===== config.mk =====
export PLATFORM = sky130hd
export DESIGN_NAME = trap_sequencer
export DESIGN_NICKNAME = d
export VERILOG_FILES = /design/src/rtl/trap_sequencer.sv
export SDC_FILE = /design/constraint.sdc
export NUM_CORES = 1
export LEC_CHECK = 0
export CELL_PAD_IN_SITES_DETAIL_PLACEMENT = 1
export CELL_PAD_IN_SITES_GLOBAL_PLACEMENT = 1
export CORE_UTILIZATION = 35
export DETAILED_ROUTE_END_ITERATION = 10
export PLACE_DENSITY_LB_ADDON = 0.1
export SLEW_MARGIN = 5
export SYNTH_ARGS = -nofsm -noshare
export SYNTH_HDL_FRONTEND = slang
export SYNTH_SLANG_ARGS = --single-unit

===== constraint.sdc =====
create_clock -name clk -period 10.36 [get_ports clk]
set_input_delay 2.072 -clock clk [delete_from_list [all_inputs] [get_ports clk]]
set_output_delay 2.072 -clock clk [all_outputs]
set_load 0.005 [all_outputs]

===== src/rtl/trap_sequencer.sv =====
// Trap/return sequencer between execute and the machine CSR file.
// Picks one trap or mret per event and walks its CSR writes over one port.
module trap_sequencer #(
    parameter bit VECTORED_EN = 1'b1,
    parameter bit INT_EN      = 1'b1
) (
    input  logic        clk,
    input  logic        rst,
    input  logic        exc_iam,
    input  logic        exc_illegal,
    input  logic        exc_ebreak,
    input  logic        exc_ecall,
    input  logic        exc_ld_mis,
    input  logic        exc_ld_acc,
    input  logic        exc_st_mis,
    input  logic        exc_st_acc,
    input  logic        is_mret,
    input  logic        irq_mei,
    input  logic        irq_msi,
    input  logic        irq_mti,
    input  logic [1:0]  priv_mode,
    input  logic [31:0] mstatus,
    input  logic [31:0] mtvec,
    input  logic [31:0] mepc,
    input  logic [31:0] pc,
    input  logic [31:0] instr,
    input  logic [31:0] mem_addr,
    output logic        busy,
    output logic        csr_wr_req,
    output logic [11:0] csr_wr_addr,
    output logic [31:0] csr_wr_data,
    input  logic        csr_wr_ack,
    output logic        redirect_valid,
    output logic [31:0] redirect_pc,
    output logic        priv_set_valid,
    output logic [1:0]  priv_set_val,
    output logic        trap_taken
);

    typedef enum logic [2:0] {
        IDLE, W_EPC, W_CAUSE, W_TVAL, W_STAT, M_STAT, REDIR
    } state_t;

    state_t      state_q, state_d;
    logic [31:0] epc_q, epc_d;
    logic [31:0] cause_q, cause_d;
    logic [31:0] tval_q, tval_d;
    logic [31:0] stat_q, stat_d;
    logic [31:0] tgt_q, tgt_d;
    logic [1:0]  prv_q, prv_d;
    logic        trap_q, trap_d;

    logic        exc, irq, evt;
    logic [3:0]  exc_code, irq_code;
    logic [31:0] exc_tval;
    logic [31:0] base;

    assign exc = exc_iam | exc_illegal | exc_ebreak | exc_ecall |
                 exc_ld_mis | exc_ld_acc | exc_st_mis | exc_st_acc;
    assign irq = INT_EN & (irq_mei | irq_msi | irq_mti) &
                 (mstatus[3] | (priv_mode != 2'b11));
    assign evt  = exc | irq | is_mret;
    assign base = {mtvec[31:2], 2'b00};

    // Highest-priority exception and interrupt codes with their tval
    always_comb begin
        exc_code = 4'd0;
        exc_tval = 32'd0;
        priority case (1'b1)
            exc_ebreak:  begin exc_code = 4'd3; exc_tval = pc;       end
            exc_iam:     begin exc_code = 4'd0; exc_tval = pc;       end
            exc_illegal: begin exc_code = 4'd2; exc_tval = instr;    end
            exc_ecall: begin
                exc_tval = 32'd0;
                case (priv_mode)
                    2'b00:   exc_code = 4'd8;
                    2'b01:   exc_code = 4'd9;
                    default: exc_code = 4'd11;
                endcase
            end
            exc_ld_mis:  begin exc_code = 4'd4; exc_tval = mem_addr; end
            exc_st_mis:  begin exc_code = 4'd6; exc_tval = mem_addr; end
            exc_ld_acc:  begin exc_code = 4'd5; exc_tval = mem_addr; end
            exc_st_acc:  begin exc_code = 4'd7; exc_tval = mem_addr; end
            default:     begin exc_code = 4'd0; exc_tval = 32'd0;    end
        endcase
        irq_code = 4'd7;
        priority case (1'b1)
            irq_mei: irq_code = 4'd11;
            irq_msi: irq_code = 4'd3;
            default: irq_code = 4'd7;
        endcase
    end

    // State and latched event context
    always_ff @(posedge clk or posedge rst) begin
        if (rst) begin
            state_q <= IDLE;
            epc_q   <= '0;
            cause_q <= '0;
            tval_q  <= '0;
            stat_q  <= '0;
            tgt_q   <= '0;
            prv_q   <= '0;
            trap_q  <= 1'b0;
        end else begin
            state_q <= state_d;
            epc_q   <= epc_d;
            cause_q <= cause_d;
            tval_q  <= tval_d;
            stat_q  <= stat_d;
            tgt_q   <= tgt_d;
            prv_q   <= prv_d;
            trap_q  <= trap_d;
        end
    end

    // Next state, event latch and CSR/redirect outputs
    always_comb begin
        state_d        = state_q;
        epc_d          = epc_q;
        cause_d        = cause_q;
        tval_d         = tval_q;
        stat_d         = stat_q;
        tgt_d          = tgt_q;
        prv_d          = prv_q;
        trap_d         = trap_q;
        csr_wr_req     = 1'b0;
        csr_wr_addr    = 12'h000;
        csr_wr_data    = 32'd0;
        redirect_valid = 1'b0;
        redirect_pc    = 32'd0;
        priv_set_valid = 1'b0;
        priv_set_val   = 2'b00;
        trap_taken     = 1'b0;
        busy           = ~rst & ((state_q != IDLE) | evt);
        unique case (state_q)
            IDLE: begin
                if (exc | irq) begin
                    state_d = W_EPC;
                    epc_d   = pc;
                    trap_d  = 1'b1;
                    prv_d   = 2'b11;
                    stat_d  = mstatus;
                    stat_d[12:11] = priv_mode;
                    stat_d[7] = mstatus[3];
                    stat_d[3] = 1'b0;
                    if (exc) begin
                        cause_d = {28'd0, exc_code};
                        tval_d  = exc_tval;
                        tgt_d   = base;
                    end else begin
                        cause_d = {1'b1, 27'd0, irq_code};
                        tval_d  = 32'd0;
                        tgt_d   = base;
                        if (VECTORED_EN && mtvec[1:0] == 2'b01)
                            tgt_d = base + {26'd0, irq_code, 2'b00};
                    end
                end else if (is_mret) begin
                    state_d = M_STAT;
                    trap_d  = 1'b0;
                    tgt_d   = mepc;
                    prv_d   = mstatus[12:11];
                    stat_d  = mstatus;
                    stat_d[3] = mstatus[7];
                    stat_d[7] = 1'b1;
                    stat_d[12:11] = 2'b00;
                end
            end
            W_EPC: begin
                csr_wr_req  = 1'b1;
                csr_wr_addr = 12'h341;
                csr_wr_data = epc_q;
                if (csr_wr_ack) state_d = W_CAUSE;
            end
            W_CAUSE: begin
                csr_wr_req  = 1'b1;
                csr_wr_addr = 12'h342;
                csr_wr_data = cause_q;
                if (csr_wr_ack) state_d = W_TVAL;
            end
            W_TVAL: begin
                csr_wr_req  = 1'b1;
                csr_wr_addr = 12'h343;
                csr_wr_data = tval_q;
                if (csr_wr_ack) state_d = W_STAT;
            end
            W_STAT, M_STAT: begin
                csr_wr_req  = 1'b1;
                csr_wr_addr = 12'h300;
                csr_wr_data = stat_q;
                if (csr_wr_ack) state_d = REDIR;
            end
            REDIR: begin
                redirect_valid = 1'b1;
                redirect_pc    = tgt_q;
                priv_set_valid = 1'b1;
                priv_set_val   = prv_q;
                trap_taken     = trap_q;
                state_d        = IDLE;
            end
            default: state_d = IDLE;
        endcase
    end

endmodule


==> metrics <==
DR WL/cell 20.0 um; CTS Buffer Depth 2; post-DP HPWL 20.6 mm; Slew Viols, Final 0; unrepaired setup endpoints after global routing false; die extent in x 154 um; Die Height 154 um; HP Class flop to flop; final hold violations 0; largest family of logic cells by synthesized area simple AND/OR/NAND/NOR gates; input/output buffers 284; Int Pwr 1740 uW; CTS H-tree lvls 4; post-placement cell count 1464; Setup crit start kind input pin; placed cell area 11100 um^2; Via density 5.42; uppermost routed layer met5; mux cell area share after synthesis 3.86%; final std cells w/o fill 1496; drt first-iter violations 423; most frequent cells in the layout 291 x nand2_1, 284 x clkdlybuf4s50_1, 138 x dfrtp_1; synth unique cells 61; status finished, final reports clean; Post-route DRC 0; final setup TNS 0 ns; Starting Density 35.6%; First-pass DRT Iterations 5; combinational cell fraction of total power 49.0%; number of synthesized flops with an enable pin 0; fmax 150 MHz; Mapped Area 8050 um^2; CP required 8.29 ns; Crit Path Max Fanout 38; R2R Setup Slk 7.55 ns; crit path DAT 4.59 ns; clock root buffer clkbuf_16; Detail Route met2 WL 14.0 mm; Final Cycle Share 64.3%; GPL Wtd Cong 0.785; Post-CTS Hold Buffers 0; Rel. slew slack 32.5%; Post-DRT Antenna Nets 0; DIE AREA 23600 um^2; antenna violations before repair 1; Setup WS pre-CTS 3.71 ns; Worst setup EP type primary output; Max Cap Viol 0; met3 WL post-DR 1.40 mm; Clock power frac 19.6%; final worst setup slack 3.70 ns; leakage power 0.00498 uW; Ant. Diodes 0; minimum clock period 6.66 ns; number of global-route vias before repair 8471; total chip power 3020 uW; final setup fails 0; CTS Buf Count 17; Total Routed Length 29.9 mm; CORE AREA 22600 um^2; share of synthesized cell area in full adder, half adder and majority cells 0.902%; PostCTS Resize Cnt 0; Seq pwr share 31.4%; global route overflow 0; simple-gate share of the synthesized area 26.4%; kind of critical path input pin to primary output; commonest non-fill, non-tap cell in the layout nand2_1; final instance area 11700 um^2; Row Count 55; via count 8106; largest net degree at the start of global routing 87; clk sinks 139; peak supply drop 192 uV; total track usage 25.8%; cell count after synthesis 958; power density cells 259 nW/um^2; wl on met1 14.0 mm; Layout area overhead 45.0%; nets 1412; Synth Area in XOR/XNOR 2.50%; register area share after synthesis 43.2%; first-pass GRT wire length 47.3 mm; setup bufs post-CTS 0; Switch Pwr 1280 uW; num ports 292; Yosys reg bits 139; ys flop type dfrtp_1; switching part of the total 42.3%; Slew @ Worst Pin 1.01 ns; layout cells sized above 1 7.18%; CTS tree built; yosys warns 0; Clock Latency Late Sink 0.42 ns; Synth Area in Compound Gates 18.1%; Async SR Flop Fraction 100%; clock slew at reported path FFs 0.06 ns; Clock Skews 0.0146 ns; average size of a mapped cell 8.40 um^2
-- synth_stat cells, types with 2 or more instances --
master	n	area share (%)
nand3_1	18	1.1
nor4_1	7	0.54
a22o_1	4	0.44
clkbuf_1	62	2.9
and3b_1	2	0.22
nor2b_1	3	0.23
and4_1	3	0.33
or3_1	7	0.54
nor4b_2	4	0.75
a21oi_1	10	0.62
a311oi_1	2	0.22
xor2_1	2	0.22
nand2b_1	4	0.31
buf_1	13	0.61
or4_1	2	0.19
nor4_2	7	1.1
xnor2_1	21	2.3
a21boi_0	2	0.19
o211ai_1	12	1.1
inv_1	9	0.42
nor2_1	33	1.5
a21o_1	2	0.19
a221oi_2	6	1.1
ha_1	5	0.78
a221o_1	32	4.0
o21ai_1	26	1.6
a31o_1	2	0.22
nor4_4	3	0.79
o21ai_0	84	5.2
mux2i_1	31	3.9
nand4_1	5	0.39
o221ai_1	6	0.65
a211oi_1	3	0.28
a22oi_1	10	0.93
or4_4	2	0.28
o32a_1	3	0.37
buf_4	9	0.84
nor3_1	11	0.68
and3_1	38	3.0
nand2_1	293	14
or2_2	2	0.16
dfrtp_1	139	43
-- critical path, stage by stage --
cell and delay [ns]:
clkdlybuf4s50_1 0.40, buf_4 0.26, nor4_1 0.62, o211ai_1 0.19, buf_4 0.29, nor2_1 0.20
a21oi_1 0.10, clkdlybuf4s50_1 0.46
-- worst paths after layout --
check / depth (start not counted) / to / start
worst min register to register: 2 / epc_q[30] / epc_q[30]
max in group asynchronous: 3 / state_q[1] / rst
min in group asynchronous: 2 / tgt_q[24] / rst
worst max-delay path: 8 / busy / exc_illegal
worst min-delay path: 2 / epc_q[30] / epc_q[30]
worst max register to register: 7 / tgt_q[21] / state_q[1]
-- registers in the layout, indices dropped and copies added (netlist names) --
register  cells
state_q       3
tgt_q        32
cause_q       5
stat_q       32
epc_q        32
trap_q        1
prv_q         2
tval_q       32
-- cell type report --
cell class	instances	area (um^2)
repair buffers	301	2970
inverters	9	38.8
multi-input cells	730	4250
fillers	2653	10900
well taps	285	357
clock buffers	18	439
clock inverters	14	128
flip-flops and latches	139	3480
-- stage by stage --
stage | utilization [%] | hold slack (ns)
after global placement | 49.2 | 0.455
after floorplan | - | 0.439
after detailed placement | 49.2 | 0.463
final | 51.7 | 0.474
after CTS | 51.7 | 0.477
after global routing | 51.7 | 0.489
-- power groups by stage --
| stage | clock (uW) | combinational, uW | sequential [uW] |
|---|---|---|---|
| 6_report | 593 | 1480 | 948 |
| 5_1_grt | 628 | 1640 | 979 |
| 4_1_cts | 604 | 1500 | 948 |
| 3_5_place_dp | 0 | 1490 | 956 |
| 3_3_place_gp | 0 | 1450 | 944 |
| 2_1_floorplan | 0 | 853 | 911 |
-- per-layer routing --
metal	vias to the layer above	global-route usage, %
li1	3817	-
met5	-	0
met4	2	7.24
met1	4033	35.0
met3	32	5.44
met2	222	41.6
-- cell families after synthesis --
kind of cell	count (synthesis)
and+or+nand+nor	450
AOI/OAI and AO/OA	213
DFF	139
buffers and inverters	95
muxes	31
xor gates and xnor gates	23
adders and majority gates	6
other	1
Note: power is estimated with default switching activity, not from simulation.
